File: config.mk
export PLATFORM = sky130hd
export DESIGN_NAME = mem_port_arbiter
export DESIGN_NICKNAME = d
export VERILOG_FILES = /design/src/rtl/mem_port_arbiter.sv
export SDC_FILE = /design/constraint.sdc
export NUM_CORES = 1
export LEC_CHECK = 0
export CAP_MARGIN = 20
export CORE_UTILIZATION = 45
export CTS_CLUSTER_DIAMETER = 200
export DETAILED_ROUTE_END_ITERATION = 12
export HOLD_SLACK_MARGIN = 0.1
export PLACE_DENSITY_LB_ADDON = 0.25
export SYNTH_ARGS = -nofsm -noshare
export SYNTH_HDL_FRONTEND = slang
export SYNTH_SLANG_ARGS = --single-unit
File: constraint.sdc
create_clock -name clk -period 7.4 [get_ports clk]
set_clock_uncertainty 0.15 [all_clocks]
set_input_delay 1.48 -clock clk [delete_from_list [all_inputs] [get_ports clk]]
set_output_delay 1.48 -clock clk [all_outputs]
set_load 0.02 [all_outputs]
File: src/rtl/mem_port_arbiter.sv
// ---------------------------------------------------------------------------
// mem_port_arbiter
//   Shares one single-ported memory between an instruction-fetch requester
//   (if_*) and a data requester (dm_*). Data traffic has fixed priority.
//   Each access lasts MEM_LAT cycles. Accesses run back to back with no
//   idle cycle between them.
//
// Parameters
//   ADDR_W      address width
//   DATA_W      data width
//   MEM_LAT     cycles per memory access (1..15)
//   STARVE_MAX  data grants tolerated while fetch waits (fairness build only)
//
// Ports
//   clk, rst                 clock, asynchronous active-high reset
//   if_req/if_addr           fetch request
//   if_gnt/if_valid/if_rdata fetch grant, completion pulse, fetched word
//   dm_req/dm_we/dm_addr/dm_wdata/dm_size/dm_signed   data request
//   dm_gnt/dm_valid/dm_rdata data grant, completion pulse, load data
//   mem_read/mem_write       memory strobes, held for the whole access
//   mem_addr/mem_wdata/mem_size/mem_signed   latched request to memory
//   mem_rdata                memory read data
//   stall_if                 fetch stall to the pipeline (if_req & ~if_valid)
//
// Build option
//   MEM_ARB_FAIRNESS_EN  when defined, fetch wins once STARVE_MAX data grants
//                        have been made in a row while fetch was waiting.
// ---------------------------------------------------------------------------
module mem_port_arbiter #(
  parameter int ADDR_W     = 8,
  parameter int DATA_W     = 32,
  parameter int MEM_LAT    = 1,
  parameter int STARVE_MAX = 4
) (
  input  logic              clk,
  input  logic              rst,
  input  logic              if_req,
  input  logic [ADDR_W-1:0] if_addr,
  output logic              if_gnt,
  output logic              if_valid,
  output logic [DATA_W-1:0] if_rdata,
  input  logic              dm_req,
  input  logic              dm_we,
  input  logic [ADDR_W-1:0] dm_addr,
  input  logic [DATA_W-1:0] dm_wdata,
  input  logic [1:0]        dm_size,
  input  logic              dm_signed,
  output logic              dm_gnt,
  output logic              dm_valid,
  output logic [DATA_W-1:0] dm_rdata,
  output logic              mem_read,
  output logic              mem_write,
  output logic [ADDR_W-1:0] mem_addr,
  output logic [DATA_W-1:0] mem_wdata,
  output logic [1:0]        mem_size,
  output logic              mem_signed,
  input  logic [DATA_W-1:0] mem_rdata,
  output logic              stall_if
);

  typedef enum logic [1:0] {IDLE, IF_ACC, DM_ACC} state_t;

  localparam logic [3:0] LAST = 4'(MEM_LAT - 1);

  // Fetch has no size or sign field of its own; it always reads a full word.
  localparam logic [1:0] FETCH_SIZE = 2'b10;

  state_t            state, state_nxt;
  logic [3:0]        cnt;
  logic              arb_edge;
  logic              last_cyc;
  logic              fetch_force;

  logic [ADDR_W-1:0] addr_q;
  logic [DATA_W-1:0] wdata_q;
  logic              we_q;
  logic [1:0]        size_q;
  logic              signed_q;

  // A new winner is picked whenever the port is free or finishing its last cycle.
  assign arb_edge = (state == IDLE) || (cnt == LAST);
  assign last_cyc = (state != IDLE) && (cnt == LAST);

`ifdef MEM_ARB_FAIRNESS_EN
  localparam int SW = $clog2(STARVE_MAX + 1);
  logic [SW-1:0] starve;

  assign fetch_force = (starve == SW'(STARVE_MAX));

  // Counts data grants made over a waiting fetch. It cannot pass STARVE_MAX,
  // because at that value a waiting fetch takes the next grant.
  always_ff @(posedge clk or posedge rst) begin
    if (rst) begin
      starve <= '0;
    end else if (arb_edge) begin
      if (state_nxt == IF_ACC)                starve <= '0;
      else if (state_nxt == DM_ACC && if_req) starve <= starve + SW'(1);
    end
  end
`else
  assign fetch_force = 1'b0;
`endif

  // NOTE: every variable gets a default at the top of a combinational block so no path leaves it unassigned and no latch is inferred.
  always_comb begin
    state_nxt = state;
    if (arb_edge) begin
      if (dm_req && !(if_req && fetch_force)) state_nxt = DM_ACC;
      else if (if_req)                        state_nxt = IF_ACC;
      else                                    state_nxt = IDLE;
    end
  end

  // NOTE: sequential state uses non-blocking assignments so every flop samples pre-edge values regardless of block order.
  always_ff @(posedge clk or posedge rst) begin
    // NOTE: the request and data registers are plain flops, not a RAM array, so all of them reset to a known zero.
    if (rst) begin
      state    <= IDLE;
      cnt      <= '0;
      addr_q   <= '0;
      wdata_q  <= '0;
      we_q     <= 1'b0;
      size_q   <= '0;
      signed_q <= 1'b0;
    end else begin
      state <= state_nxt;
      if (arb_edge) begin
        cnt <= '0;
        case (state_nxt)
          DM_ACC: begin
            addr_q   <= dm_addr;
            wdata_q  <= dm_wdata;
            we_q     <= dm_we;
            size_q   <= dm_size;
            signed_q <= dm_signed;
          end
          IF_ACC: begin
            addr_q   <= if_addr;
            wdata_q  <= '0;
            we_q     <= 1'b0;
            size_q   <= FETCH_SIZE;
            signed_q <= 1'b0;
          end
          default: ;
        endcase
      end else begin
        cnt <= cnt + 4'd1;
      end
    end
  end

  // The last access cycle completes at its closing edge. A store leaves dm_rdata unchanged.
  always_ff @(posedge clk or posedge rst) begin
    if (rst) begin
      if_valid <= 1'b0;
      dm_valid <= 1'b0;
      if_rdata <= '0;
      dm_rdata <= '0;
    end else begin
      if_valid <= last_cyc && (state == IF_ACC);
      dm_valid <= last_cyc && (state == DM_ACC);
      if (last_cyc && state == IF_ACC)          if_rdata <= mem_rdata;
      if (last_cyc && state == DM_ACC && !we_q) dm_rdata <= mem_rdata;
    end
  end

  // Grants mark the first cycle of an access. cnt is 0 only in that cycle,
  // except when MEM_LAT = 1, where every cycle is a first cycle.
  assign if_gnt     = (state == IF_ACC) && (cnt == 4'd0);
  assign dm_gnt     = (state == DM_ACC) && (cnt == 4'd0);

  assign mem_read   = (state == IF_ACC) || (state == DM_ACC && !we_q);
  assign mem_write  = (state == DM_ACC) && we_q;
  assign mem_addr   = (state != IDLE) ? addr_q   : '0;
  assign mem_wdata  = (state != IDLE) ? wdata_q  : '0;
  assign mem_size   = (state != IDLE) ? size_q   : '0;
  assign mem_signed = (state != IDLE) ? signed_q : 1'b0;

  assign stall_if   = if_req && !if_valid;

endmodule

# Word-level counts from Yosys, hierarchy flattened
# Cells that the tools add are included.
# op_classes
n_addsub,1
eq_ne,4
muxes,13
n_reduce_logical,18
# op_table
cell,count
$pmux 32 s2,1
$mux 32,1
$pmux 8 s2,1
$logic_and 1x1->1,9
$mux 8,1
$mux 2,3
$add 4x1->4 const B,1
$eq 2x1->1 const B,2
$eq 2x2->1 const B,2
$logic_not 4->1,1
$mux 4,1
$pmux 1 s2,2
$pmux 2 s2,1
$reduce_bool 2->1,2
$logic_not 1->1,2
$logic_not 2->1,1
$logic_or 1x1->1,2
$mux 1,2
$reduce_and 2->1,1
# word_totals
reg_bits,116
inputBits,88
wordCells,47

# Depth between registers and ports, before layout
# Gate-level depths: netlist of run 1.
# logic_depth
depth_word,6
mapped_depth,11

# Worst setup path after synthesis of run 1
# OpenSTA, ideal clock, no wires.
# synth_path
kind,input port to output port
startpoint,in if_req
endpoint,out stall_if
t_arrival_ns,1.807
t_required_ns,5.770
slack_ns,3.963
cell_stages,1
n_path_buf,0
path_cell_list,nor2b_1
# synth_between
elab_chain_cells,1
# synth_rtl
element,line_no,source
"start, declared",37,"input logic if_req,"
$logic_and 1x1->1,179,assign stall_if = if_req && !if_valid;
"end, declared",58,output logic stall_if
# No other way between the ends.

# Worst setup path after layout of run 1
# Same ends and word-level chain as after synthesis.

==> results of run 1 <==
==> sequential cells by signal (all words and copies together), names as in the netlist, 2 cells and up <==
name	count
dm_rdata	32
if_rdata	32
wdata_q	32
addr_q	8
cnt	4
size_q	2
state	2
==> worst reg2reg max path, delay by kind of cell (launching register included) <==
family | cells | cell delay, ps
fa+ha+maj | 1 | 330
buf+inv | 1 | 470
simple gates | 2 | 830
flops | 1 | 430
mux | 1 | 400
compound gates | 2 | 690
==> cell usage after synthesis <==
cell type	count	area, sq um
buf_12	2	40.04
nand2b_1	3	18.77
xor2_1	1	8.760
nand3_1	1	5.000
and2_1	42	262.8
inv_1	7	26.28
or2_2	1	6.260
nor2b_1	35	219.0
mux2_4	49	735.7
buf_6	6	67.56
xnor2_1	1	8.760
or3_1	1	6.260
a32o_1	1	10.01
a21oi_4	1	16.27
nor2_1	9	33.78
a22o_1	1	8.760
clkbuf_1	10	37.54
buf_4	4	30.03
inv_2	1	3.750
or2_1	1	6.260
ha_1	3	37.54
or3b_4	1	11.26
o21ai_0	1	5.000
dfrtp_1	116	2903
mux2_2	65	732.0
and3_1	1	6.260
nand2_1	2	7.510
a22oi_1	1	7.510
mux2i_1	2	20.02
==> per-stage QoR <==
step / instances / instance area [sq um] / util
floorplan: 369 / 5281 / -
global placement: 695 / 7331 / 0.6420
detailed placement: 696 / 7358 / 0.6444
CTS: 727 / 7918 / 0.6934
global route: 727 / 7918 / 0.6934
finish: 727 / 7918 / 0.6934
==> logic make-up after synthesis <==
kind of cell / after synthesis
mux: 116
flops: 116
buf+inv: 30
fa+ha+maj: 3
compound gates: 5
xor+xnor: 2
simple gates: 97
==> final cells by class <==
cell class                 instances  area (sq um)
clock buffer                      21         450.4
clock inverter                    10         108.9
fill                             850          3501
inverter                           8         32.53
multi-input combinational        223          2175
sequential                       116          2903
tap                              143         178.9
timing repair buffer             206          2069
==> worst min path at each step <==
stage,start,end
floorplan,cnt[0]$_DFF_PP0_,cnt[0]$_DFF_PP0_
global placement,cnt[0]$_DFF_PP0_,cnt[0]$_DFF_PP0_
detailed placement,addr_q[2]$_DFFE_PP0P_,addr_q[2]$_DFFE_PP0P_
CTS,addr_q[7]$_DFFE_PP0P_,addr_q[7]$_DFFE_PP0P_
global route,wdata_q[28]$_DFFE_PP0P_,wdata_q[28]$_DFFE_PP0P_
finish,wdata_q[28]$_DFFE_PP0P_,wdata_q[28]$_DFFE_PP0P_
==> layer usage <==
metal	vias up	GRT usage	wire length, um
met4	0	0.08083	166
met1	1733	0.2506	5103
met2	122	0.3429	5955
li1	1637	-	-
met3	16	0.07701	873
met5	-	0	0
==> where the power goes <==
| part | switching (mW) | internal, mW |
|---|---|---|
| sequential | 0.0646 | 0.757 |
| clock | 0.280 | 0.498 |
| combinational | 0.297 | 0.396 |
==> out/metrics.yaml, run 1 <==
setup_path:
  rrSetupSlack_ps: 3980
  crit_slowest_cell: "clkdlybuf4s50_1"
  worst-r2r-cell-count: 7
  critPathLaunch: "if_req"
  required_ps: 5770
  crit_top_cell: "clkdlybuf4s50_1"
  crit_buf_inv: 2
  r2r-start: "state[1]$_DFF_PP0_"
  crit_chain: "clkdlybuf4s50_1 -> nor2b_1 -> clkdlybuf4s50_1"
  cp.arrival_ps: 2750
  cp-endpoint: "stall_if"
  cp_top_family: "buffers and inverters"
  worstSetupPathDepth: 3
  path_class: "input pin to output port"
  endpoint_kind: "output port"
  cp-start-kind: "input pin"
  r2r-end: "wdata_q[10]$_DFFE_PP0P_"
  cp_max_fo: 2
  cpPeakStageDelay_ps: 620
synthesis:
  synth-seq-cells: 116
  avgSynthCellArea_sq_um: 14.31
  synthSimpleGateAreaFrac: 0.1104
  synth_top_family_by_area: "multiplexers"
  yosysWarnings: 0
  synth_mux_area_frac: 0.2817
  yosys.area_share.xor_xnor: 0.003317
  postSynthCellCount: 369
  synth_nets: 460
  synth_compound_area_frac: 0.009003
  synthAdderAreaFrac: 0.007107
  synth.distinct_cells: 29
  syn_area_sq_mm: 0.005281
  ys_seq_area_frac: 0.5496
place:
  preCtsSetupSlack_ps: 2988
  io_buffer_count: 201
  post-dp-hpwl_um: 8212
  place_congestion: 0.6865
drt:
  num_vias: 3508
  drt_iter0_drc: 120
  drtAntennaViolNets: 0
  drc_errors: 0
  wirelength_um: 12100
  detail_route.vias_per_cell: 4.825
  drt-wirelength-per-cell_um: 16.64
  first_pass_iters: 4
clock_tree:
  cts_hold_buf: 0
  h-tree-depth: 4
  cts_resized: 0
  cts_tree: "yes"
  clock_latency_ps: 410
  root_buffer: "clkbuf_16"
  cts_buffers: 17
  cts_setup_buffers: 0
  cts_sinks: 116
  clk_pin_slew_ps: 50
  cts.path.max_buffers: 2
timing:
  fmax_ghz: 0.2284
  setup_slack_ps: 3021
  rsz0062_at_grt: "false"
  setup_violations: 0
  min_period_ps: 4379
  tns_ps: 0
  hold_ws_ps: 347.6
  worstMarginPinSlew_ps: 1078
  hold_violations: 0
  slew_violations: 0
  maxSlewHeadroom: 0.2814
  final.period_utilization: 0.5917
finish:
  drive_above_1_share: 0.2620
  syn_to_final_growth_pct: 49.92
  layout_commonest_cell: "clkdlybuf4s50_1"
  nNetsFinal: 663
  antenna_cells: 0
  layout_common_cells: "clkdlybuf4s50_1 (201), dfrtp_1 (116), mux2_2 (65), mux2_4 (49), and2_1 (42)"
hold_path:
  holdPathStages: 1
  holdCritPathClass: "flip-flop to flip-flop"
floorplan:
  die_area_sq_mm: 0.01217
  core.rowCount: 39
  dieWidth_um: 110.3
  initial_core_util: 0.4625
  ios: 202
  fp.coreArea_sq_mm: 0.01142
  die_h_um: 110.3
global_route:
  grt_use_total: 0.2094
  overflow: 0
  grt_pass1_vias: 3722
  grt_max_degree: 55
  grt_pass1_wl_um: 18950
  antenna_found_initial: 0
power_and_ir_drop:
  total_power_mw: 2.292
  peakVddDrop_v: 0.0002526
  power_density_mw_per_mm2: 289.5
  leakage_nw: 3.512
job:
  maxCapViolations: 0
outcome:
  status: "finished, final reports clean"
(Power assumes the default switching activity.)
==> run 2, diff against run 1 <==
--- a/config.mk
+++ b/config.mk
@@ -6,7 +6,7 @@
 export NUM_CORES = 1
 export LEC_CHECK = 0
 export CAP_MARGIN = 20
-export CORE_UTILIZATION = 45
+export CORE_UTILIZATION = 40
 export CTS_CLUSTER_DIAMETER = 200
 export DETAILED_ROUTE_END_ITERATION = 12
 export HOLD_SLACK_MARGIN = 0.1
==> constraint.sdc (replaced) <==
create_clock -name clk -period 3.8 [get_ports clk]
set_clock_uncertainty 0.15 [all_clocks]
set_input_delay 0.76 -clock clk [delete_from_list [all_inputs] [get_ports clk]]
set_output_delay 0.76 -clock clk [all_outputs]
set_load 0.02 [all_outputs]
==> run 2 against run 1 <==
Compared with the run above: clock power rose by 120%; routed wire length grew 1.6%; die area increased by 12%; first-iteration DRC count up 30%.
==> out/metrics.yaml, run 2 (synthesized netlist as in run 1, its figures left out) <==
drt:
  wl_met2_um: 6081  # +2.1%
  drt_iter0_drc: 156  # +30%
  wirelength_um: 12290  # +1.6%
  first_pass_iters: 4  # unchanged
  drtAntennaViolNets: 0  # unchanged
  drt-wirelength-per-cell_um: 16.24  # -2.4%
  wl_met3_um: 1050  # +20%
  drt-met1-wl_um: 5020  # -1.6%
  drc_errors: 0  # unchanged
  num_vias: 3549  # +1.2%
  top_layer: "met4"
  detail_route.vias_per_cell: 4.688  # -2.8%
clock_tree:
  cts_hold_buf: 0  # unchanged
  cts_resized: 0  # unchanged
  root_buffer: "clkbuf_16"
  cts.path.max_buffers: 2  # unchanged
  cts_buffers: 17  # unchanged
  h-tree-depth: 4  # unchanged
  cts_tree: "yes"
  clock_latency_ps: 410  # about the same
  cts_sinks: 116  # unchanged
  cts_setup_buffers: 0  # unchanged
  clk_pin_slew_ps: 50  # about the same
global_route:
  antenna_found_initial: 0  # unchanged
  grt_pass1_wl_um: 19430  # +2.5%
  grt_pass1_vias: 3886  # +4.4%
  grt_max_degree: 117  # +110%
  grt_use_total: 0.1901  # -0.01924
  overflow: 0  # unchanged
hold_path:
  holdPathStages: 1  # unchanged
  hold_start: "cnt[0]$_DFF_PP0_"
  holdCritPathClass: "flip-flop to flip-flop"
  min_to: "cnt[0]$_DFF_PP0_"
setup_path:
  r2r-start: "state[1]$_DFF_PP0_"
  required_ps: 2890  # -2880 ps
  endpoint_kind: "output port"
  crit_slowest_cell: "clkdlybuf4s50_1"
  crit_top_cell: "inv_1"
  rrSetupSlack_ps: 770  # -3210 ps
  cp_max_fo: 11  # +9
  cp.arrival_ps: 2390  # -360 ps
  cpPeakStageDelay_ps: 610  # about the same
  cp-start-kind: "flip-flop"
  path_class: "flip-flop to output port"
  worst-r2r-cell-count: 7  # unchanged
  r2r-end: "signed_q$_DFFE_PP0P_"
  crit_chain: "inv_1 -> ha_1 -> or3b_4 -> or2_1 -> inv_1 -> clkdlybuf4s50_1"
floorplan:
  die_h_um: 116.9  # +6.0%
  dieWidth_um: 116.9  # +6.0%
  fp.coreArea_sq_mm: 0.01272  # +11%
  core.rowCount: 41  # +5.1%
  initial_core_util: 0.4151  # -0.04740
  ios: 202  # unchanged
  die_area_sq_mm: 0.01367  # +12%
timing:
  maxSlewHeadroom: 0.2862  # +0.004839
  setup_violations: 0  # unchanged
  min_period_ps: 3305
  tns_ps: 0  # unchanged
  slew_violations: 0  # unchanged
  worstMarginPinSlew_ps: 1071  # -7.258 ps
  fmax_ghz: 0.3026
  final.period_utilization: 0.8696
  hold_violations: 0  # unchanged
  rsz0062_at_grt: "false"
finish:
  fill_cells: 1006  # +18%
  drive_above_1_share: 0.2667  # +0.004680
  layout_commonest_cell: "clkdlybuf4s50_1"
  nNetsFinal: 663  # unchanged
  fin_cells: 757  # +4.1%
  antenna_cells: 0  # unchanged
  layout_common_cells: "clkdlybuf4s50_1 (201), dfrtp_1 (116), mux2_2 (65), mux2_4 (49), and2_1 (42)"
  reg_top3: "dm_rdata: 32 flops, if_rdata: 32 flops, wdata_q: 32 flops"
  multi_input_comb_area_sq_mm: 0.002175  # unchanged
  syn_to_final_growth_pct: 52.43
  final_core_util: 0.6328  # -0.06063
  seqCellArea_sq_mm: 0.002903  # unchanged
place:
  dp.cells: 725  # +4.2%
  post-dp-hpwl_um: 8257  # +0.55%
  io_buffer_count: 201  # unchanged
  place_congestion: 0.7133  # +3.9%
outcome:
  status: "finished, final reports clean"
power_and_ir_drop:
  power_density_mw_per_mm2: 583.3  # +100%
  peakVddDrop_v: 0.0003152  # +25%
  leakage_nw: 3.550  # +1.1%
job:
  maxCapViolations: 0  # unchanged
==> run 2: report_power, final <==
part	total [mW]	switching [mW]	leakage, nW	internal (mW)
clock network	1.75	0.569	0.313	1.18
registers	1.60	0.124	1.38	1.47
logic	1.35	0.579	1.86	0.772
total	4.70	1.27	3.55	3.42
==> run 2: final cells by class <==
type | count | area share
Inverter | 8 | 0.004196
Multi-Input combinational cell | 223 | 0.2701
Clock buffer | 19 | 0.05502
Sequential cell | 116 | 0.3606
Timing Repair Buffer | 206 | 0.2577
Tap cell | 172 | 0.02673
Clock inverter | 13 | 0.02565
==> run 2: routing by layer <==
layer / track usage / vias to the layer above
met5: 0 / -
met4: 0.07173 / 0
met3: 0.07364 / 14
met2: 0.3172 / 140
met1: 0.2221 / 1750
li1: - / 1645
==> run 2: worst max-delay path, delay by kind of cell, from the launching register on <==
| kind | cells | cell delay (ps) |
|---|---|---|
| buffers and inverters | 3 | 740 |
| and+or+nand+nor | 2 | 710 |
| DFF | 1 | 410 |
| adders and majority gates | 1 | 130 |
==> run 2: metrics by stage <==
step	area (sq um)	worst slack [ps]	hold WS [ps]	total power, mW
after floorplan	5285	878.8	301.3	2.335
after global placement	7401	659.4	323.2	2.943
after detailed placement	7401	669.4	336.7	2.970
after CTS	8050	455.5	349.0	4.750
after global routing	8050	347.3	362.4	4.907
final	8050	495.5	344.4	4.696
==> run 2: worst max path at each step <==
stage,slack (ps),endpoint,cells after the start,from
after floorplan,880,addr_q[0]$_DFFE_PP0P_,11,cnt[0]$_DFF_PP0_
after global placement,660,stall_if,3,if_req
after detailed placement,670,stall_if,3,if_req
after CTS,460,if_gnt,6,cnt[0]$_DFF_PP0_
after global routing,350,if_gnt,6,cnt[0]$_DFF_PP0_
final,500,if_gnt,6,cnt[0]$_DFF_PP0_
